===== src/rtl/bank_sram_ctrl_if.sv =====
// Issue-queue -> SRAM-controller command channel.
// The issue queue drives the command (master); the controller answers with
// ready (slave). A command transfers on a cycle where valid & ready.
//   iq_sc_valid_i                    : command valid
//   iq_sc_ready_o                    : controller idle, command accepted
//   iq_sc_opcode_i                   : 0 write, 1 read, 2 linefill, 3 write back
//   iq_sc_channel_id_i               : requesting channel
//   iq_sc_xbar_rob_num_i             : requester ROB id
//   iq_sc_set_way_offset_i           : SRAM entry address
//   iq_sc_wbuffer_id_i               : write-buffer entry (write only)
//   iq_sc_cacheline_state_offset0/1_i: half-line states, 2'b11 = dirty
interface bank_sram_ctrl_if;
  logic       iq_sc_valid_i;
  logic       iq_sc_ready_o;
  logic [2:0] iq_sc_opcode_i;
  logic [1:0] iq_sc_channel_id_i;
  logic [2:0] iq_sc_xbar_rob_num_i;
  logic [6:0] iq_sc_set_way_offset_i;
  logic [7:0] iq_sc_wbuffer_id_i;
  logic [1:0] iq_sc_cacheline_state_offset0_i;
  logic [1:0] iq_sc_cacheline_state_offset1_i;

  modport master (
    output iq_sc_valid_i, iq_sc_opcode_i, iq_sc_channel_id_i, iq_sc_xbar_rob_num_i,
           iq_sc_set_way_offset_i, iq_sc_wbuffer_id_i,
           iq_sc_cacheline_state_offset0_i, iq_sc_cacheline_state_offset1_i,
    input  iq_sc_ready_o
  );

  modport slave (
    input  iq_sc_valid_i, iq_sc_opcode_i, iq_sc_channel_id_i, iq_sc_xbar_rob_num_i,
           iq_sc_set_way_offset_i, iq_sc_wbuffer_id_i,
           iq_sc_cacheline_state_offset0_i, iq_sc_cacheline_state_offset1_i,
    output iq_sc_ready_o
  );
endinterface


===== src/rtl/bank_sram_ctrl.sv =====
// Bank SRAM controller. Executes one issue-queue command at a time against
// the bank data SRAM: write from write buffer, read, read with BIU linefill,
// and write back to the BIU.
//   clk_i, rst_i (async, active-low)
//   iq               : command channel (slave side)
//   sram_*           : single-port SRAM, read data one cycle after en & ~wen
//   wbuf_*           : write-buffer read port, data one cycle after ren
//   biu_sc_r*        : linefill beat from BIU (no backpressure)
//   sc_biu_w*        : write-back beat to BIU (valid/ready)
//   sc_resp_*        : one-cycle response pulse to the requesting channel
//   sc_err_o         : sticky, reserved opcode was accepted
// All outputs are decoded from the state register and latched command, so
// they never depend combinationally on any input.
module bank_sram_ctrl #(
  parameter int DATA_WIDTH = 128
) (
  input  logic                  clk_i,
  input  logic                  rst_i,
  bank_sram_ctrl_if.slave       iq,
  output logic                  sram_en_o,
  output logic                  sram_wen_o,
  output logic [6:0]            sram_addr_o,
  output logic [DATA_WIDTH-1:0] sram_wdata_o,
  input  logic [DATA_WIDTH-1:0] sram_rdata_i,
  output logic                  wbuf_ren_o,
  output logic [7:0]            wbuf_rid_o,
  input  logic [DATA_WIDTH-1:0] wbuf_rdata_i,
  input  logic                  biu_sc_rvalid_i,
  input  logic [DATA_WIDTH-1:0] biu_sc_rdata_i,
  output logic                  sc_biu_wvalid_o,
  input  logic                  sc_biu_wready_i,
  output logic [DATA_WIDTH-1:0] sc_biu_wdata_o,
  output logic [1:0]            sc_biu_wmask_o,
  output logic                  sc_resp_valid_o,
  output logic [1:0]            sc_resp_ch_id_o,
  output logic [2:0]            sc_resp_rob_num_o,
  output logic [DATA_WIDTH-1:0] sc_resp_data_o,
  output logic                  sc_err_o
);

  typedef enum logic [3:0] {
    S_IDLE     = 4'd0,
    S_WR_BUF   = 4'd1,
    S_WR_WAIT  = 4'd2,
    S_WR_SRAM  = 4'd3,
    S_RD_SRAM  = 4'd4,
    S_RD_WAIT  = 4'd5,
    S_RD_RESP  = 4'd6,
    S_LF_WAIT  = 4'd7,
    S_LF_WRITE = 4'd8,
    S_WB_READ  = 4'd9,
    S_WB_WAIT  = 4'd10,
    S_WB_SEND  = 4'd11
  } state_e;

  state_e                r_state;
  state_e                w_state_nxt;
  logic                  w_accept;
  logic                  w_err_set;
  logic                  w_data_ld;
  logic [DATA_WIDTH-1:0] w_data_nxt;

  logic [1:0]            r_ch;
  logic [2:0]            r_rob;
  logic [6:0]            r_addr;
  logic [7:0]            r_wbuf_id;
  logic [1:0]            r_st0;
  logic [1:0]            r_st1;
  logic [DATA_WIDTH-1:0] r_data_q;
  logic                  r_err;

  assign iq.iq_sc_ready_o = (r_state == S_IDLE);
  assign sc_err_o         = r_err;

  // State register.
  always_ff @(posedge clk_i or negedge rst_i) begin
    if (!rst_i) begin
      r_state <= S_IDLE;
    end else begin
      r_state <= w_state_nxt;
    end
  end

  // Next state, command accept and data-holding-register load selection.
  always_comb begin
    w_state_nxt = r_state;
    w_accept    = 1'b0;
    w_err_set   = 1'b0;
    w_data_ld   = 1'b0;
    w_data_nxt  = r_data_q;
    case (r_state)
      S_IDLE: begin
        if (iq.iq_sc_valid_i) begin
          // Reserved opcodes only flag the error; the command register is
          // left untouched so nothing else observable changes.
          case (iq.iq_sc_opcode_i)
            3'd0:    begin w_state_nxt = S_WR_BUF;  w_accept = 1'b1; end
            3'd1:    begin w_state_nxt = S_RD_SRAM; w_accept = 1'b1; end
            3'd2:    begin w_state_nxt = S_LF_WAIT; w_accept = 1'b1; end
            3'd3:    begin w_state_nxt = S_WB_READ; w_accept = 1'b1; end
            default: begin w_err_set = 1'b1; end
          endcase
        end else begin
          w_state_nxt = S_IDLE;
        end
      end
      S_WR_BUF:  w_state_nxt = S_WR_WAIT;
      S_WR_WAIT: begin
        w_state_nxt = S_WR_SRAM;
        w_data_ld   = 1'b1;
        w_data_nxt  = wbuf_rdata_i;
      end
      S_WR_SRAM: w_state_nxt = S_IDLE;
      S_RD_SRAM: w_state_nxt = S_RD_WAIT;
      S_RD_WAIT: begin
        w_state_nxt = S_RD_RESP;
        w_data_ld   = 1'b1;
        w_data_nxt  = sram_rdata_i;
      end
      S_RD_RESP: w_state_nxt = S_IDLE;
      S_LF_WAIT: begin
        if (biu_sc_rvalid_i) begin
          w_state_nxt = S_LF_WRITE;
          w_data_ld   = 1'b1;
          w_data_nxt  = biu_sc_rdata_i;
        end else begin
          w_state_nxt = S_LF_WAIT;
        end
      end
      S_LF_WRITE: w_state_nxt = S_IDLE;
      S_WB_READ:  w_state_nxt = S_WB_WAIT;
      S_WB_WAIT: begin
        w_state_nxt = S_WB_SEND;
        w_data_ld   = 1'b1;
        w_data_nxt  = sram_rdata_i;
      end
      S_WB_SEND: begin
        if (sc_biu_wready_i) begin
          w_state_nxt = S_IDLE;
        end else begin
          w_state_nxt = S_WB_SEND;
        end
      end
      default: w_state_nxt = S_IDLE;
    endcase
  end

  // Command register, captured on accept of a valid opcode.
  always_ff @(posedge clk_i or negedge rst_i) begin
    if (!rst_i) begin
      r_ch      <= 2'd0;
      r_rob     <= 3'd0;
      r_addr    <= 7'd0;
      r_wbuf_id <= 8'd0;
      r_st0     <= 2'd0;
      r_st1     <= 2'd0;
    end else if (w_accept) begin
      r_ch      <= iq.iq_sc_channel_id_i;
      r_rob     <= iq.iq_sc_xbar_rob_num_i;
      r_addr    <= iq.iq_sc_set_way_offset_i;
      r_wbuf_id <= iq.iq_sc_wbuffer_id_i;
      r_st0     <= iq.iq_sc_cacheline_state_offset0_i;
      r_st1     <= iq.iq_sc_cacheline_state_offset1_i;
    end
  end

  // Single data holding register shared by all command types.
  always_ff @(posedge clk_i or negedge rst_i) begin
    if (!rst_i) begin
      r_data_q <= '0;
    end else if (w_data_ld) begin
      r_data_q <= w_data_nxt;
    end
  end

  // Sticky error flag, cleared only by reset.
  always_ff @(posedge clk_i or negedge rst_i) begin
    if (!rst_i) begin
      r_err <= 1'b0;
    end else if (w_err_set) begin
      r_err <= 1'b1;
    end
  end

  // Output decode; every field is forced to zero when its qualifier is low.
  always_comb begin
    sram_en_o         = 1'b0;
    sram_wen_o        = 1'b0;
    sram_addr_o       = 7'd0;
    sram_wdata_o      = '0;
    wbuf_ren_o        = 1'b0;
    wbuf_rid_o        = 8'd0;
    sc_biu_wvalid_o   = 1'b0;
    sc_biu_wdata_o    = '0;
    sc_biu_wmask_o    = 2'b00;
    sc_resp_valid_o   = 1'b0;
    sc_resp_ch_id_o   = 2'd0;
    sc_resp_rob_num_o = 3'd0;
    sc_resp_data_o    = '0;
    case (r_state)
      S_WR_BUF: begin
        wbuf_ren_o = 1'b1;
        wbuf_rid_o = r_wbuf_id;
      end
      S_WR_SRAM: begin
        sram_en_o    = 1'b1;
        sram_wen_o   = 1'b1;
        sram_addr_o  = r_addr;
        sram_wdata_o = r_data_q;
      end
      S_RD_SRAM, S_WB_READ: begin
        sram_en_o   = 1'b1;
        sram_addr_o = r_addr;
      end
      S_RD_RESP: begin
        sc_resp_valid_o   = 1'b1;
        sc_resp_ch_id_o   = r_ch;
        sc_resp_rob_num_o = r_rob;
        sc_resp_data_o    = r_data_q;
      end
      S_LF_WRITE: begin
        sram_en_o         = 1'b1;
        sram_wen_o        = 1'b1;
        sram_addr_o       = r_addr;
        sram_wdata_o      = r_data_q;
        sc_resp_valid_o   = 1'b1;
        sc_resp_ch_id_o   = r_ch;
        sc_resp_rob_num_o = r_rob;
        sc_resp_data_o    = r_data_q;
      end
      S_WB_SEND: begin
        sc_biu_wvalid_o = 1'b1;
        sc_biu_wdata_o  = r_data_q;
        sc_biu_wmask_o  = {(r_st1 == 2'b11), (r_st0 == 2'b11)};
      end
      default: begin
        sram_en_o = 1'b0;
      end
    endcase
  end

endmodule


===== src/flat_wrapper.sv =====
// flat-port wrapper written by rule: the top's interface ports become plain ports
module bank_sram_ctrl_flat 
#(
  parameter int DATA_WIDTH = 128
)
  (clk_i, rst_i, sram_en_o, sram_wen_o, sram_addr_o, sram_wdata_o, sram_rdata_i, wbuf_ren_o, wbuf_rid_o, wbuf_rdata_i, biu_sc_rvalid_i, biu_sc_rdata_i, sc_biu_wvalid_o, sc_biu_wready_i, sc_biu_wdata_o, sc_biu_wmask_o, sc_resp_valid_o, sc_resp_ch_id_o, sc_resp_rob_num_o, sc_resp_data_o, sc_err_o, iq_iq_sc_valid_i, iq_iq_sc_opcode_i, iq_iq_sc_channel_id_i, iq_iq_sc_xbar_rob_num_i, iq_iq_sc_set_way_offset_i, iq_iq_sc_wbuffer_id_i, iq_iq_sc_cacheline_state_offset0_i, iq_iq_sc_cacheline_state_offset1_i, iq_iq_sc_ready_o);
  bank_sram_ctrl_if iq_i ();
  input  logic clk_i;
  input  logic rst_i;
  output logic sram_en_o;
  output logic sram_wen_o;
  output logic [6:0] sram_addr_o;
  output logic [DATA_WIDTH-1:0] sram_wdata_o;
  input  logic [DATA_WIDTH-1:0] sram_rdata_i;
  output logic wbuf_ren_o;
  output logic [7:0] wbuf_rid_o;
  input  logic [DATA_WIDTH-1:0] wbuf_rdata_i;
  input  logic biu_sc_rvalid_i;
  input  logic [DATA_WIDTH-1:0] biu_sc_rdata_i;
  output logic sc_biu_wvalid_o;
  input  logic sc_biu_wready_i;
  output logic [DATA_WIDTH-1:0] sc_biu_wdata_o;
  output logic [1:0] sc_biu_wmask_o;
  output logic sc_resp_valid_o;
  output logic [1:0] sc_resp_ch_id_o;
  output logic [2:0] sc_resp_rob_num_o;
  output logic [DATA_WIDTH-1:0] sc_resp_data_o;
  output logic sc_err_o;
  input wire logic [$bits(iq_i.iq_sc_valid_i)-1:0] iq_iq_sc_valid_i;
  input wire logic [$bits(iq_i.iq_sc_opcode_i)-1:0] iq_iq_sc_opcode_i;
  input wire logic [$bits(iq_i.iq_sc_channel_id_i)-1:0] iq_iq_sc_channel_id_i;
  input wire logic [$bits(iq_i.iq_sc_xbar_rob_num_i)-1:0] iq_iq_sc_xbar_rob_num_i;
  input wire logic [$bits(iq_i.iq_sc_set_way_offset_i)-1:0] iq_iq_sc_set_way_offset_i;
  input wire logic [$bits(iq_i.iq_sc_wbuffer_id_i)-1:0] iq_iq_sc_wbuffer_id_i;
  input wire logic [$bits(iq_i.iq_sc_cacheline_state_offset0_i)-1:0] iq_iq_sc_cacheline_state_offset0_i;
  input wire logic [$bits(iq_i.iq_sc_cacheline_state_offset1_i)-1:0] iq_iq_sc_cacheline_state_offset1_i;
  output wire logic [$bits(iq_i.iq_sc_ready_o)-1:0] iq_iq_sc_ready_o;
  assign iq_i.iq_sc_valid_i = iq_iq_sc_valid_i;
  assign iq_i.iq_sc_opcode_i = iq_iq_sc_opcode_i;
  assign iq_i.iq_sc_channel_id_i = iq_iq_sc_channel_id_i;
  assign iq_i.iq_sc_xbar_rob_num_i = iq_iq_sc_xbar_rob_num_i;
  assign iq_i.iq_sc_set_way_offset_i = iq_iq_sc_set_way_offset_i;
  assign iq_i.iq_sc_wbuffer_id_i = iq_iq_sc_wbuffer_id_i;
  assign iq_i.iq_sc_cacheline_state_offset0_i = iq_iq_sc_cacheline_state_offset0_i;
  assign iq_i.iq_sc_cacheline_state_offset1_i = iq_iq_sc_cacheline_state_offset1_i;
  assign iq_iq_sc_ready_o = iq_i.iq_sc_ready_o;
  bank_sram_ctrl #(.DATA_WIDTH(DATA_WIDTH)) u_core (.clk_i(clk_i), .rst_i(rst_i), .iq(iq_i), .sram_en_o(sram_en_o), .sram_wen_o(sram_wen_o), .sram_addr_o(sram_addr_o), .sram_wdata_o(sram_wdata_o), .sram_rdata_i(sram_rdata_i), .wbuf_ren_o(wbuf_ren_o), .wbuf_rid_o(wbuf_rid_o), .wbuf_rdata_i(wbuf_rdata_i), .biu_sc_rvalid_i(biu_sc_rvalid_i), .biu_sc_rdata_i(biu_sc_rdata_i), .sc_biu_wvalid_o(sc_biu_wvalid_o), .sc_biu_wready_i(sc_biu_wready_i), .sc_biu_wdata_o(sc_biu_wdata_o), .sc_biu_wmask_o(sc_biu_wmask_o), .sc_resp_valid_o(sc_resp_valid_o), .sc_resp_ch_id_o(sc_resp_ch_id_o), .sc_resp_rob_num_o(sc_resp_rob_num_o), .sc_resp_data_o(sc_resp_data_o), .sc_err_o(sc_err_o));
endmodule

===== config.mk =====
export PLATFORM = sky130hd
export DESIGN_NAME = bank_sram_ctrl_flat
export DESIGN_NICKNAME = d
export VERILOG_FILES = /design/src/rtl/bank_sram_ctrl_if.sv /design/src/rtl/bank_sram_ctrl.sv /design/src/flat_wrapper.sv
export SDC_FILE = /design/constraint.sdc
export NUM_CORES = 1
export LEC_CHECK = 0
export ABC_AREA = 1
export CAP_MARGIN = 20
export CORE_AREA = 2 2 320 322
export DETAILED_ROUTE_END_ITERATION = 7
export DIE_AREA = 0 0 322 324
export PLACE_DENSITY = 0.38
export SYNTH_ARGS = -nofsm -noshare
export SYNTH_HDL_FRONTEND = slang
export SYNTH_SLANG_ARGS = --single-unit

===== constraint.sdc =====
create_clock -name clk_i -period 2.08 [get_ports clk_i]
set_clock_uncertainty 0.05 [all_clocks]
set_input_delay 0.416 -clock clk_i [delete_from_list [all_inputs] [get_ports clk_i]]
set_output_delay 0.416 -clock clk_i [all_outputs]
set_load 0.02 [all_outputs]

Word level (Yosys, flattened, before mapping):

Cells that the tools add are included.
Widths: inputs -> output; s select.

* register bits: 157
* input port bits: 416
* output and inout port bits: 413
* word-level logic and storage cells: 65

* eq/ne operators: 18
* multiplexer cells: 28
* reductions and logical operators: 10

Operators by type and width (count)
* $mux 128: 4
* $pmux 128 s3: 1
* $pmux 4 s9: 1
* $eq 4x3->1 const B: 4
* $eq 4x4->1 const B: 4
* $pmux 4 s4: 1
* $mux 1: 12
* $mux 4: 3
* $eq 4x2->1 const B: 2
* $mux 8: 1
* $reduce_or 4->1: 2
* $mux 7: 1
* $eq 3x2->1 const B: 2
* $ne 6x2->1 const B: 1
* $reduce_or 2->1: 3
* $eq 2x2->1 const B: 2
* $eq 4x1->1 const B: 1
* $logic_not 4->1: 1
* $mux 2: 2
* $eq 3x1->1 const B: 1
* $logic_not 3->1: 1
* $mux 3: 1
* $reduce_and 3->1: 1
* $reduce_bool 3->1: 1
* other kinds (3): 3

Longest topological paths before layout:

* depth after elaboration: 5
* mapped depth: 11
* mapped depth without buffers: 9

Worst setup path after synthesis:

No wires, ideal clock.

* path kind: register to output
* start point: register u_core.r_state[2]
* end point: output wbuf_rid_o[0]
* arrival time: 1.678 ns
* data required time: 1.614 ns
* slack: -0.064 ns
* cell stages (with the launch flop): 6
* cells stage by stage: dfrtp_1 > inv_1 > nand2_1 > nor3_1 > inv_1 > nor2_1

* word-level cells in the longest chain between the ends: 2

RTL lines
* from (decl): RTL line bank_sram_ctrl.sv:56 `state_e r_state;`
* from (signal assigned): RTL line bank_sram_ctrl.sv:80 `r_state <= w_state_nxt;`
* $eq 4x1->1: RTL line bank_sram_ctrl.sv:200 `case (r_state)`
* $mux 8: RTL line bank_sram_ctrl.sv:200
* to (decl): RTL line flat_wrapper.sv:16 `output logic [7:0] wbuf_rid_o;`

Every way passes these cells.

Worst setup path after layout:

* start point: register u_core.r_state[3]
* end point: output sram_wdata_o[2]

* word-level cells in the longest chain between the ends: 3

RTL lines
* $eq 4x2->1 / $eq 4x4->1 (equally long branches): RTL line bank_sram_ctrl.sv:200
* $reduce_or 2->1 (no line) *
* $mux 128 *: RTL line bank_sram_ctrl.sv:200
* to (decl): RTL line flat_wrapper.sv:13 `output logic [DATA_WIDTH-1:0] sram_wdata_o;`

Every way passes the cells marked *; elsewhere a longest branch is shown, timed or not.

==> impl_metrics.json <==
{
  "tritoncts": "done",
  "crit_arrival_ps": 2020,
  "violations": "setup timing",
  "grt_setup_unrepaired": "yes",
  "post-route-period-util": 1.19,
  "io_buffers": 828,
  "ys_warn_count": 0,
  "grt_usage": 0.137,
  "fin_nets": 3288,
  "timing.rr.end": "u_core.r_data_q[105]",
  "wl_per_cell_um": 17.8,
  "syn_avg_cell_area_um2": 5.71,
  "setup_viol": 524,
  "switching_power_mw": 13.0,
  "synth-edff-count": 0,
  "start_util": 0.113,
  "antenna_found_initial": 11,
  "netlist_top_cells_area": "dfrtp_1 35%, nor2_1 19%, nand2_1 18%, inv_1 9.4%, a21oi_1 6.5%",
  "critical_path_class": "flip-flop to primary output",
  "p_leak_nw": 11.9,
  "die_w_um": 322,
  "r2r_setup_slack_ps": -220,
  "status": "complete, but fails checks",
  "synthArstFlopShare": 1.00,
  "syn_to_final_growth_pct": 92.9,
  "power.share.switching": 0.503,
  "p_per_area_mw_per_mm2": 1180,
  "setup.worst_path.end_class": "primary output",
  "die_h_um": 324,
  "synth_seq_area_share": 0.346,
  "setup_ws_ps": -402,
  "ios": 829,
  "crit_fanout": 53,
  "pwr-share-seq": 0.208,
  "synth_cell_type_count": 21,
  "grt_pass1_wl_um": 104000,
  "critPathCapture": "sram_wdata_o[2]",
  "synth_common_cells": "569 x nor2_1, 544 x nand2_1, 286 x inv_1",
  "power.internal_mw": 12.9,
  "drc": 0,
  "numCtsBuffers": 17,
  "clockBufferDepth": 2,
  "ys_ff_latch": 157,
  "grt_pass1_vias": 15300,
  "antenna_left": 0,
  "synth_top_area_frac": 0.346,
  "syn-num-nets": 2406,
  "multi_input_area_mm2": 0.00593,
  "synthCells": 1990,
  "cts-root-buf": "clkbuf_16",
  "first_pass_iters": 5,
  "final_util": 0.217,
  "max_slew.worst_pin.slew_ps": 463,
  "min_period_ps": 2480,
  "slew_headroom": 0.691,
  "yosysMostFrequentCell": "nor2_1",
  "syn_area_mm2": 0.0114,
  "gp_congestion": 0.816,
  "drt-vias-per-instance": 3.61,
  "critPathLaunchType": "flip-flop",
  "tns_ps": -123490,
  "hold_class": "input pin to async pin",
  "cts_sinks": 157,
  "hpwl_um": 61300,
  "grt_overflow": 0,
  "max_freq_ghz": 0.403,
  "finalWirelength_um": 75000,
  "drive_gt1_frac": 0.225,
  "final_hold_viol_count": 0,
  "htreeDepth": 4,
  "r2r_cells": 12,
  "synthFlopType": "dfrtp_1",
  "clock_latency_ps": 470,
  "coreArea_mm2": 0.101,
  "p_clk_frac": 0.133,
  "die_area_mm2": 0.104,
  "synth_area_leader_cell": "dfrtp_1",
  "grt_max_degree": 65,
  "first_iter_violations": 695,
  "cp-startpoint": "u_core.r_state[3]",
  "drv_slew": 0,
  "regArea_mm2": 0.00393,
  "drv_cap": 0,
  "vias": 15200,
  "r2r_start": "u_core.r_state[0]",
  "p_comb_frac": 0.659,
  "clkTransAtPathRegs_ps": 80,
  "worst_ep_required_time_ps": 1610,
  "num_rows": 117,
  "ir_drop_uv": 501,
  "num-fill-cells": 11700
}
## worst min-delay path by stage
| stage | endpoint | slack [ps] | from | depth (start not counted) |
|---|---|---|---|---|
| 2_1_floorplan | u_core.r_addr[0] | 70 | rst_i | 0 |
| 3_5_place_dp | u_core.r_data_q[60] | 360 | rst_i | 1 |
| 3_3_place_gp | u_core.r_data_q[60] | 360 | rst_i | 1 |
| 4_1_cts | u_core.r_data_q[60] | 390 | rst_i | 2 |
| 5_1_grt | u_core.r_data_q[62] | 410 | rst_i | 2 |
| 6_report | u_core.r_data_q[60] | 420 | rst_i | 2 |
## state kept, by name, indices dropped and copies added, names as in the netlist
signal,cells
u_core.r_ch,2
u_core.r_rob,3
u_core.r_wbuf_id,8
u_core.r_addr,7
u_core.r_data_q,128
u_core.r_st1,2
u_core.sc_err_o,1
u_core.r_state,4
u_core.r_st0,2
## critical path, stage by stage (launching register included)
cell and delay [ps]:
dfrtp_1 410, inv_2 80, nor2_4 150, nand2_4 80
nand2_4 80, inv_4 50, buf_12 160, nor2_1 140
clkdlybuf4s15_1 310
## per-stage QoR
step           hold WS (ps)  power (mW)  cells  instance area [um2]  worst slack [ps]
4_1_cts                 389        26.2   4192                22500              -510
3_3_place_gp            361        23.1   4152                22300              -443
3_5_place_dp            361        23.1   4152                22300              -470
2_1_floorplan          70.4        13.9   1990                11400             -22.7
5_1_grt                 414        28.1   4200                21900              -516
6_report                420        25.9   4202                21900              -402
## logic make-up (layout without fill, tap and decap cells)
group | after synthesis | after routing | synth area share
DFF | 157 | 157 | 0.346
and+or+nand+nor | 1260 | 1260 | 0.433
other | 0 | 8 | 0
buffers and inverters | 422 | 1317 | 0.154
AOI/OAI and AO/OA | 151 | 151 | 0.0667
## placed cells by master (no fill, tap or decap), drive strengths merged, types with 3 or more instances in the layout
| master | synthesis | layout |
|---|---|---|
| clkbuf | 35 | 161 |
| clkinv | 1 | 5 |
| clkdlybuf4s50 | 0 | 415 |
| buf | 95 | 414 |
| inv | 291 | 300 |
| dlygate4sd2 | 0 | 18 |
| or2 | 3 | 3 |
| dfrtp | 157 | 157 |
| nand3 | 133 | 133 |
| a21oi | 148 | 148 |
| nor3 | 4 | 4 |
| nand2 | 546 | 546 |
| diode | 0 | 8 |
| nor2 | 571 | 571 |
## per-layer routing
layer / track usage / wire length (um) / vias to the layer above
met5: 0 / 23 / -
met2: 0.243 / 37700 / 510
li1: - / - / 7667
met3: 0.0330 / 4300 / 60
met4: 0.0512 / 2080 / 4
met1: 0.159 / 30800 / 6925
## power groups by stage
| stage | registers, mW | clock network, mW | logic [mW] |
|---|---|---|---|
| final | 5.40 | 3.43 | 17.1 |
| after global routing | 5.59 | 3.72 | 18.8 |
| after CTS | 5.39 | 3.64 | 17.2 |
| after detailed placement | 5.42 | 0 | 17.6 |
| after global placement | 5.38 | 0 | 17.7 |
| after floorplan | 5.20 | 0 | 8.74 |
## final cells by class
class	count	share of cell area
Antenna cell	8	0.000913
Clock buffer	17	0.0194
Clock inverter	15	0.00793
Inverter	292	0.0509
Multi-Input combinational cell	1411	0.270
Sequential cell	157	0.179
Tap cell	1309	0.0747
Timing Repair Buffer	993	0.397
## what timing repair did
item,CTS,global route
endpoints found under the setup margin,478,540
buffers inserted,6,2
cloned,1,0
hold endpoints to repair,30,0
resized for setup,934,757
hold buffers,1,0
pin swaps,4,6
Note: power is estimated with default switching activity, not from simulation.
